==> config.mk <==
export PLATFORM = sky130hd
export DESIGN_NAME = led_pattern_writer_flat
export DESIGN_NICKNAME = d
export VERILOG_FILES = /design/src/rtl/led_pattern_writer_if.sv /design/src/rtl/led_pattern_writer.sv /design/src/flat_wrapper.sv
export SDC_FILE = /design/constraint.sdc
export NUM_CORES = 1
export LEC_CHECK = 0
export ABC_AREA = 1
export CAP_MARGIN = 5
export CELL_PAD_IN_SITES_DETAIL_PLACEMENT = 0
export CELL_PAD_IN_SITES_GLOBAL_PLACEMENT = 1
export CORE_MARGIN = 2
export CORE_UTILIZATION = 44
export CTS_BUF_LIST = sky130_fd_sc_hd__clkbuf_4
export DETAILED_ROUTE_END_ITERATION = 6
export GPL_ROUTABILITY_DRIVEN = 0
export PLACE_DENSITY = 0.84
export SLEW_MARGIN = 15
export SYNTH_ARGS = -nofsm -noshare
export SYNTH_HDL_FRONTEND = slang
export SYNTH_SLANG_ARGS = --single-unit
==> constraint.sdc <==
create_clock -name clk_i -period 3.3 [get_ports clk_i]
set_input_delay 0.66 -clock clk_i [delete_from_list [all_inputs] [get_ports clk_i]]
set_output_delay 0.66 -clock clk_i [all_outputs]
set_load 0.01 [all_outputs]
==> src/rtl/led_pattern_writer_if.sv <==
// Write port of the dual-port LED pattern RAM.
// The pattern writer drives it as master; the RAM write side is the slave.
interface led_pattern_writer_if #(
  parameter int unsigned ADDR_WIDTH = 5,
  parameter int unsigned DATA_WIDTH = 4
);
  logic                  ram_we;
  logic [ADDR_WIDTH-1:0] ram_addr;
  logic [DATA_WIDTH-1:0] ram_wdata;

  modport master (output ram_we, output ram_addr, output ram_wdata);
  modport slave  (input  ram_we, input  ram_addr, input  ram_wdata);
endinterface

==> src/rtl/led_pattern_writer.sv <==
// Debounces the write/clear push-buttons and fills the LED pattern RAM:
// one word per accepted write press, or a full zero sweep per clear press.
module led_pattern_writer #(
  parameter int unsigned ADDR_WIDTH      = 5,
  parameter int unsigned DATA_WIDTH      = 4,
  parameter int unsigned DEBOUNCE_CYCLES = 1000000
) (
  input  logic                  clk_i,
  input  logic                  rst_n,
  input  logic                  btn_wr_n,
  input  logic                  btn_clr_n,
  input  logic [DATA_WIDTH-1:0] sw_data,
  led_pattern_writer_if.master  ram_if,
  output logic [ADDR_WIDTH:0]   pat_len,
  output logic                  full,
  output logic                  busy
);
  localparam int unsigned DEPTH = 2 ** ADDR_WIDTH;
  localparam int unsigned LEN_W = ADDR_WIDTH + 1;
  localparam int unsigned CNT_W = $clog2(DEBOUNCE_CYCLES + 1);

  typedef enum logic [1:0] {IDLE, WRITE, CLEAR} state_t;

  // Button bit 0 = write, bit 1 = clear.
  logic [1:0]                  btn_s1_q, btn_s2_q;
  logic [DATA_WIDTH-1:0]       sw_s1_q, sw_s2_q;
  logic [1:0][CNT_W-1:0]       cnt_q, cnt_d;
  logic [1:0]                  acc_q, acc_d, acc_prev_q, press_q;

  state_t                      state_q;
  logic [ADDR_WIDTH-1:0]       ptr_q;
  logic [LEN_W-1:0]            pat_len_q;
  logic [LEN_W-1:0]            len_inc;
  logic                        full_q, busy_q;
  logic                        ram_we_q;
  logic [ADDR_WIDTH-1:0]       ram_addr_q;
  logic [DATA_WIDTH-1:0]       ram_wdata_q;

  // Two-flop synchronizers; buttons reset to the released level.
  always_ff @(posedge clk_i or negedge rst_n) begin
    if (!rst_n) begin
      btn_s1_q <= 2'b11;
      btn_s2_q <= 2'b11;
      sw_s1_q  <= '0;
      sw_s2_q  <= '0;
    end else begin
      btn_s1_q <= {btn_clr_n, btn_wr_n};
      btn_s2_q <= btn_s1_q;
      sw_s1_q  <= sw_data;
      sw_s2_q  <= sw_s1_q;
    end
  end

  // Accept a new level only after it has differed for DEBOUNCE_CYCLES cycles.
  always_comb begin
    cnt_d = '0;
    acc_d = acc_q;
    for (int b = 0; b < 2; b++) begin
      if (btn_s2_q[b] != acc_q[b]) begin
        if (cnt_q[b] == CNT_W'(DEBOUNCE_CYCLES - 1)) begin
          acc_d[b] = btn_s2_q[b];
        end else begin
          cnt_d[b] = cnt_q[b] + CNT_W'(1);
        end
      end
    end
  end

  always_ff @(posedge clk_i or negedge rst_n) begin
    if (!rst_n) begin
      cnt_q      <= '0;
      acc_q      <= 2'b11;
      acc_prev_q <= 2'b11;
      press_q    <= 2'b00;
    end else begin
      cnt_q      <= cnt_d;
      acc_q      <= acc_d;
      acc_prev_q <= acc_q;
      press_q    <= acc_prev_q & ~acc_q;
    end
  end

  assign len_inc = pat_len_q + LEN_W'(1);

  // Clear has priority over write; events outside IDLE are dropped.
  always_ff @(posedge clk_i or negedge rst_n) begin
    if (!rst_n) begin
      state_q     <= IDLE;
      ptr_q       <= '0;
      pat_len_q   <= '0;
      full_q      <= 1'b0;
      busy_q      <= 1'b0;
      ram_we_q    <= 1'b0;
      ram_addr_q  <= '0;
      ram_wdata_q <= '0;
    end else begin
      ram_we_q <= 1'b0;
      case (state_q)
        IDLE: begin
          if (press_q[1]) begin
            state_q     <= CLEAR;
            busy_q      <= 1'b1;
            ram_we_q    <= 1'b1;
            ram_addr_q  <= '0;
            ram_wdata_q <= '0;
          end else if (press_q[0] && !full_q) begin
            state_q     <= WRITE;
            ram_we_q    <= 1'b1;
            ram_addr_q  <= ptr_q;
            ram_wdata_q <= sw_s2_q;
          end
        end
        WRITE: begin
          ptr_q     <= ptr_q + ADDR_WIDTH'(1);
          pat_len_q <= len_inc;
          full_q    <= (len_inc == LEN_W'(DEPTH));
          state_q   <= IDLE;
        end
        CLEAR: begin
          if (ram_addr_q == ADDR_WIDTH'(DEPTH - 1)) begin
            ptr_q     <= '0;
            pat_len_q <= '0;
            full_q    <= 1'b0;
            busy_q    <= 1'b0;
            state_q   <= IDLE;
          end else begin
            ram_we_q   <= 1'b1;
            ram_addr_q <= ram_addr_q + ADDR_WIDTH'(1);
          end
        end
        default: state_q <= IDLE;
      endcase
    end
  end

  assign ram_if.ram_we    = ram_we_q;
  assign ram_if.ram_addr  = ram_addr_q;
  assign ram_if.ram_wdata = ram_wdata_q;
  assign pat_len          = pat_len_q;
  assign full             = full_q;
  assign busy             = busy_q;
endmodule

==> src/flat_wrapper.sv <==
// flat-port wrapper written by rule: the top's interface ports become plain ports
module led_pattern_writer_flat 
#(
  parameter int unsigned ADDR_WIDTH      = 5,
  parameter int unsigned DATA_WIDTH      = 4,
  parameter int unsigned DEBOUNCE_CYCLES = 1000000
)
  (clk_i, rst_n, btn_wr_n, btn_clr_n, sw_data, pat_len, full, busy, ram_if_ram_we, ram_if_ram_addr, ram_if_ram_wdata);
  led_pattern_writer_if #(.ADDR_WIDTH(ADDR_WIDTH), .DATA_WIDTH(DATA_WIDTH)) ram_if_i ();
  input  logic clk_i;
  input  logic rst_n;
  input  logic btn_wr_n;
  input  logic btn_clr_n;
  input  logic [DATA_WIDTH-1:0] sw_data;
  output logic [ADDR_WIDTH:0] pat_len;
  output logic full;
  output logic busy;
  output wire logic [$bits(ram_if_i.ram_we)-1:0] ram_if_ram_we;
  output wire logic [$bits(ram_if_i.ram_addr)-1:0] ram_if_ram_addr;
  output wire logic [$bits(ram_if_i.ram_wdata)-1:0] ram_if_ram_wdata;
  assign ram_if_ram_we = ram_if_i.ram_we;
  assign ram_if_ram_addr = ram_if_i.ram_addr;
  assign ram_if_ram_wdata = ram_if_i.ram_wdata;
  led_pattern_writer #(.ADDR_WIDTH(ADDR_WIDTH), .DATA_WIDTH(DATA_WIDTH), .DEBOUNCE_CYCLES(DEBOUNCE_CYCLES)) u_core (.clk_i(clk_i), .rst_n(rst_n), .btn_wr_n(btn_wr_n), .btn_clr_n(btn_clr_n), .sw_data(sw_data), .ram_if(ram_if_i), .pat_len(pat_len), .full(full), .busy(busy));
endmodule
==> flow_summary.toml, run 1 <==
[synthesis]
syn_area_mm2 = 0.00406
ys_types = 33
yosysTopAreaCell = "dfrtp_1"
synthTopCellsByArea = "dfrtp_1 46%, nor2_1 7.6%, nand2_1 6.8%, xor2_1 5.4%, dfstp_2 5.2%"
ys_async_sr_fraction = 1.00
ys.warnings.count = 0
synthFlopType = "dfrtp_1"
synth_commonest_cells = "82 x nor2_1, 75 x dfrtp_1, 73 x nand2_1"
syn_avg_cell_area_um2 = 9.12
synth-seq-cells = 83
syn-num-nets = 460
yosysSeqAreaShare = 0.514
syn-instance-count = 445
yosysMostFrequentCell = "nor2_1"
synth_edf_count = 0
synth_top_cell_area_share = 0.462

[finish]
fin_util = 0.502
drive_above_1_share = 0.159
final_cell_count_no_fill = 596
num-fill-cells = 878
area_growth_pct = 12.7
fin_area_mm2 = 0.00458
diodes = 0
finalNetCount = 495

[timing]
fin_tns_setup_ns = 0
finalSetupViolCount = 0
hold_violations = 0
max_slew_margin = 0.324
period_share = 0.652
rsz0062_at_grt = "false"
fin_crit_ns = 2.15
maxClockFrequency_mhz = 465
worstMarginPinSlew_ns = 1.01
slew_violations = 0
fin_skew_ns = 0.0245

[critical_path]
worst-setup-path-type = "reg2out"
crit_family = "buffers and inverters"
crit_buf_inv = 1
crit_chain = "clkdlybuf4s50_1"
cp.arrival_ns = 1.49
critPathMaxFanout = 6
critPathCaptureType = "output port"
start_kind = "register"
max_stage_delay_ns = 0.57
crit_slowest_cell = "clkdlybuf4s50_1"
required_ns = 2.64

[detailed_routing]
post_drt_wl_per_cell_um = 12.4
drt_wl_total_um = 7400
drc = 0
first_pass_iters = 4
final_antenna_net_count = 0
drtIter0Drc = 83
via_per_inst = 4.89
dr_total_vias = 2914

[pwr]
leakage_nw = 1.98
power_density_mw_per_mm2 = 369
vdd_drop_max_mv = 0.208

[place]
place_inst = 580
io_buffers = 25
dpl.hpwl_um = 5410
placed_cell_area_mm2 = 0.00443

[cts]
htree_levels = 3
cts_buffers = 9
cts_setup_buffers = 0
post_cts_resized = 0
clock_latency_ns = 0.44
path_clk_slew_ns = 0.17
clock_sinks = 83
cts-root-buf = "clkbuf_4"
cts.hold.buffers_added = 0
cts_tree = "done"
cts_max_path_buffers = 2

[status]
outcome = "completed"

[floorplan]
initial_utilization = 0.446
io_pins = 26
dieArea_mm2 = 0.0100
die_h_um = 100
fp.dieW_um = 100
coreArea_mm2 = 0.00911
num_rows = 35

[global_route]
antenna_found_initial = 0
grt_usage = 0.165
grt_max_degree = 84
grt_pass1_vias = 2956
globalRouteOverflowTotal = 0
grt_pass1_wl_um = 13200

[flow_run]
max-cap-violations = 0

[min_path]
worstHoldPathType = "in2async"
[path summary, 6_finish.rpt]
path | depth (start not counted) | from | slack (ns) | end
worst max-delay path | 1 | u_core.pat_len[0]$_DFFE_PN0P_ | 1.15 | pat_len[0]
min in group clk_i | 0 | u_core.sw_s1_q[3]$_DFF_PN0_ | 0.37 | u_core.sw_s2_q[3]$_DFF_PN0_
worst min-delay path | 1 | rst_n | 0.34 | u_core.ptr_q[4]$_DFFE_PN0P_
worst min register to register | 0 | u_core.sw_s1_q[3]$_DFF_PN0_ | 0.37 | u_core.sw_s2_q[3]$_DFF_PN0_
worst max register to register | 9 | u_core.ram_if.ram_addr[0]$_DFFE_PN0P_ | 1.62 | u_core.ram_if.ram_addr[2]$_DFFE_PN0P_
max in group asynchronous | 1 | rst_n | 2.28 | u_core.cnt_q[7]$_DFF_PN0_
[power by group]
part           switching, mW  internal [mW]
Combinational         0.0376         0.0152
Sequential           0.00848           1.03
Clock                  0.412          0.183
Total                  0.458           1.23
[registers in the layout (all words and copies together), names as in the netlist]
signal and count:
u_core.pat_len 6, u_core.full 1, u_core.ptr_q 5, u_core.ram_if.ram_we 1
u_core.acc_q 2, u_core.state_q 2, u_core.acc_prev_q 2, u_core.press_q 2
u_core.sw_s1_q 4, u_core.busy 1, u_core.btn_s1_q 2, u_core.ram_if.ram_addr 5
u_core.btn_s2_q 2, u_core.cnt_q 40, u_core.sw_s2_q 4, u_core.ram_if.ram_wdata 4
[kinds of logic (layout without fill, tap and decap cells)]
kind of cell / count (synthesis) / count (layout) / share of synthesized area
adders and majority gates: 7 / 7 / 0.0216
xor gates and xnor gates: 29 / 29 / 0.0626
DFF: 83 / 83 / 0.514
buffers and inverters: 49 / 89 / 0.0490
AOI/OAI and AO/OA: 33 / 33 / 0.0509
and+or+nand+nor: 244 / 244 / 0.302
[layer usage]
metal  GRT usage  wire length [um]  vias up
met5           0                 0        -
met2       0.288              3710       35
met4      0.0590               106        0
met1       0.206              3430     1381
li1            -                 -     1489
met3      0.0279               153        9
[cell usage in the layout (no fill, tap or decap), types with 2 or more instances in the layout]
cell and count:
nand2_4 7, xnor2_1 4, nor2_2 10, a32o_1 4, inv_1 42, nor3b_1 3, a31oi_1 4, nand2_2 9
nand2_1 73, nand3b_1 2, nor2_4 9, inv_6 4, inv_2 4, dfrtp_1 75, nor3_1 8, a21oi_1 11
xor2_1 25, a22o_1 2, clkbuf_4 9, nand4_1 3, o21ai_0 9, ha_1 7, nand3_1 27, inv_8 2
nor2_1 82, dfstp_2 8, nand3_2 8, clkdlybuf4s50_1 24
[layout make-up]
type | instances | area (um2) | area share
clock inverters | 7 | 73.8 | 0.0161
repair buffers | 25 | 248 | 0.0541
clock buffers | 9 | 67.6 | 0.0148
inverters | 48 | 188 | 0.0410
multi-input cells | 313 | 1770 | 0.387
flip-flops and latches | 83 | 2090 | 0.456
well taps | 111 | 139 | 0.0304
[per-stage QoR]
stage	hold slack (ns)	worst slack, ns	total power, mW
6_report	0.340	1.15	1.69
5_1_grt	0.387	1.08	1.77
4_1_cts	0.373	1.14	1.72
3_5_place_dp	0.336	1.63	1.12
3_3_place_gp	0.331	1.67	1.11
2_1_floorplan	0.331	1.74	1.08
No activity file was read; power rests on OpenSTA's default activity.
==> run 2, diff against run 1 <==
==> constraint.sdc (replaced) <==
create_clock -name clk_i -period 2.15 [get_ports clk_i]
set_input_delay 0.43 -clock clk_i [delete_from_list [all_inputs] [get_ports clk_i]]
set_output_delay 0.43 -clock clk_i [all_outputs]
set_load 0.01 [all_outputs]
==> flow_summary.toml, run 2 (same netlist as run 1, synthesis figures left out) <==
[status]
outcome = "completed"

[cts]
htree_levels = 3
cts_tree = "done"
path_clk_slew_ns = 0.15
clock_latency_ns = 0.43
cts-root-buf = "clkbuf_4"
cts_max_path_buffers = 2
clock_sinks = 83
cts_buffers = 9
post_cts_resized = 0

[critical_path]
cp.arrival_ns = 1.49
crit_buf_inv = 1
critPathMaxFanout = 6
crit_chain = "clkdlybuf4s50_1"
worst-setup-path-type = "reg2out"
crit_slowest_cell = "clkdlybuf4s50_1"
crit_family = "buffers and inverters"
r2r_start = "u_core.ram_if.ram_addr[0]$_DFFE_PN0P_"
required_ns = 1.72
crit_start = "u_core.pat_len[0]$_DFFE_PN0P_"
max_stage_delay_ns = 0.57
r2r_slack_ns = 0.50
start_kind = "register"
critPathCaptureType = "output port"

[timing]
period_share = 0.893
fin_ws_ns = 0.229
max_slew_margin = 0.631
fin_crit_ns = 1.92
fin_tns_setup_ns = 0
maxClockFrequency_mhz = 521
finalSetupViolCount = 0
hold_violations = 0
slew_violations = 0
worstMarginPinSlew_ns = 0.554
rsz0062_at_grt = "false"
fin_skew_ns = 0.0148

[floorplan]
num_rows = 35
fp.dieW_um = 100
io_pins = 26
die_h_um = 100
dieArea_mm2 = 0.0100
coreArea_mm2 = 0.00911
initial_utilization = 0.446

[finish]
fin_util = 0.505
diodes = 0
finalNetCount = 498
largest_register_ffs = 40
layout_common_cells = "82 x nor2_1, 75 x dfrtp_1, 73 x nand2_1, 42 x inv_1, 27 x nand3_1"
layout_commonest_cell = "nor2_1"
area_growth_pct = 13.3
max_flop_register = "u_core.cnt_q"
drive_above_1_share = 0.160

[flow_run]
max-cap-violations = 0

[place]
io_buffers = 25
dpl.hpwl_um = 5370
pre_cts_ws_ns = 0.519

[global_route]
globalRouteOverflowTotal = 0
antenna_found_initial = 0
grt_pass1_vias = 2931
grt_max_degree = 45
grt_usage = 0.163
grt_pass1_wl_um = 13000

[detailed_routing]
drt_wl_total_um = 7220
wl_met1_um = 3630
drc = 0
first_pass_iters = 4
wl_met3_um = 159
met2WireLength_um = 3320
dr_total_vias = 2886
top_layer_used = "met4"
drtIter0Drc = 146
via_per_inst = 4.82
final_antenna_net_count = 0
post_drt_wl_per_cell_um = 12.1

[pwr]
fin_total_pwr_mw = 2.53
vdd_drop_max_mv = 0.306
leakage_nw = 1.99
power_density_mw_per_mm2 = 551

[min_path]
hold_start = "u_core.sw_s1_q[3]$_DFF_PN0_"
worstHoldPathType = "reg2reg"
-- run 2: cell count changes in the layout (fill, tap and decap cells not counted) --
cell,delta
buf_4,+1
inv_6,-1
clkinv_8,-1
dlygate4sd3_1,+1
clkinv_1,+1
inv_8,-1
clkinv_4,+2
buf_12,+1
-- run 2: routing by layer --
metal,GRT usage,up-vias
met5,0,-
met2,0.262,35
met1,0.221,1345
met3,0.0272,9
li1,-,1497
met4,0.0643,0
-- run 2: final timing paths --
path                                                    endpoint  cells after the start
min                                  u_core.sw_s2_q[3]$_DFF_PN0_                      0
min in group asynchronous          u_core.pat_len[4]$_DFFE_PN0P_                      2
max in group asynchronous             u_core.cnt_q[36]$_DFF_PN0_                      3
max                                                   pat_len[0]                      1
max reg2reg                u_core.ram_if.ram_addr[1]$_DFFE_PN0P_                      9
min reg2reg                          u_core.sw_s2_q[3]$_DFF_PN0_                      0
-- run 2: metrics by stage --
stage / cell area (um2) / hold slack, ns / cells
after global placement: 4460 / 0.333 / 582
after global routing: 4600 / 0.355 / 599
after floorplan: 4060 / 0.134 / 445
final: 4600 / 0.349 / 599
after detailed placement: 4460 / 0.336 / 582
after CTS: 4600 / 0.350 / 599
-- run 2: cell type report --
cell class | instances | area, um2
Fill cell | 857 | 4510
Sequential cell | 83 | 2090
Multi-Input combinational cell | 313 | 1770
Timing Repair Buffer | 28 | 285
Inverter | 48 | 188
Tap cell | 111 | 139
Clock buffer | 9 | 67.6
Clock inverter | 7 | 58.8
-- run 2: what timing repair did --
action / in CTS / in global routing
hold buffers: 1 / 0
hold endpoints to repair: 34 / 0
buffers inserted: 0 / 0
-- run 2: power by group --
part           leakage, nW  switching (mW)  internal [mW]  total [mW]
logic                0.808          0.0587         0.0295      0.0882
clock network       0.0709           0.589          0.259       0.848
registers             1.11          0.0127           1.58        1.60
total                 1.99           0.660           1.87        2.53
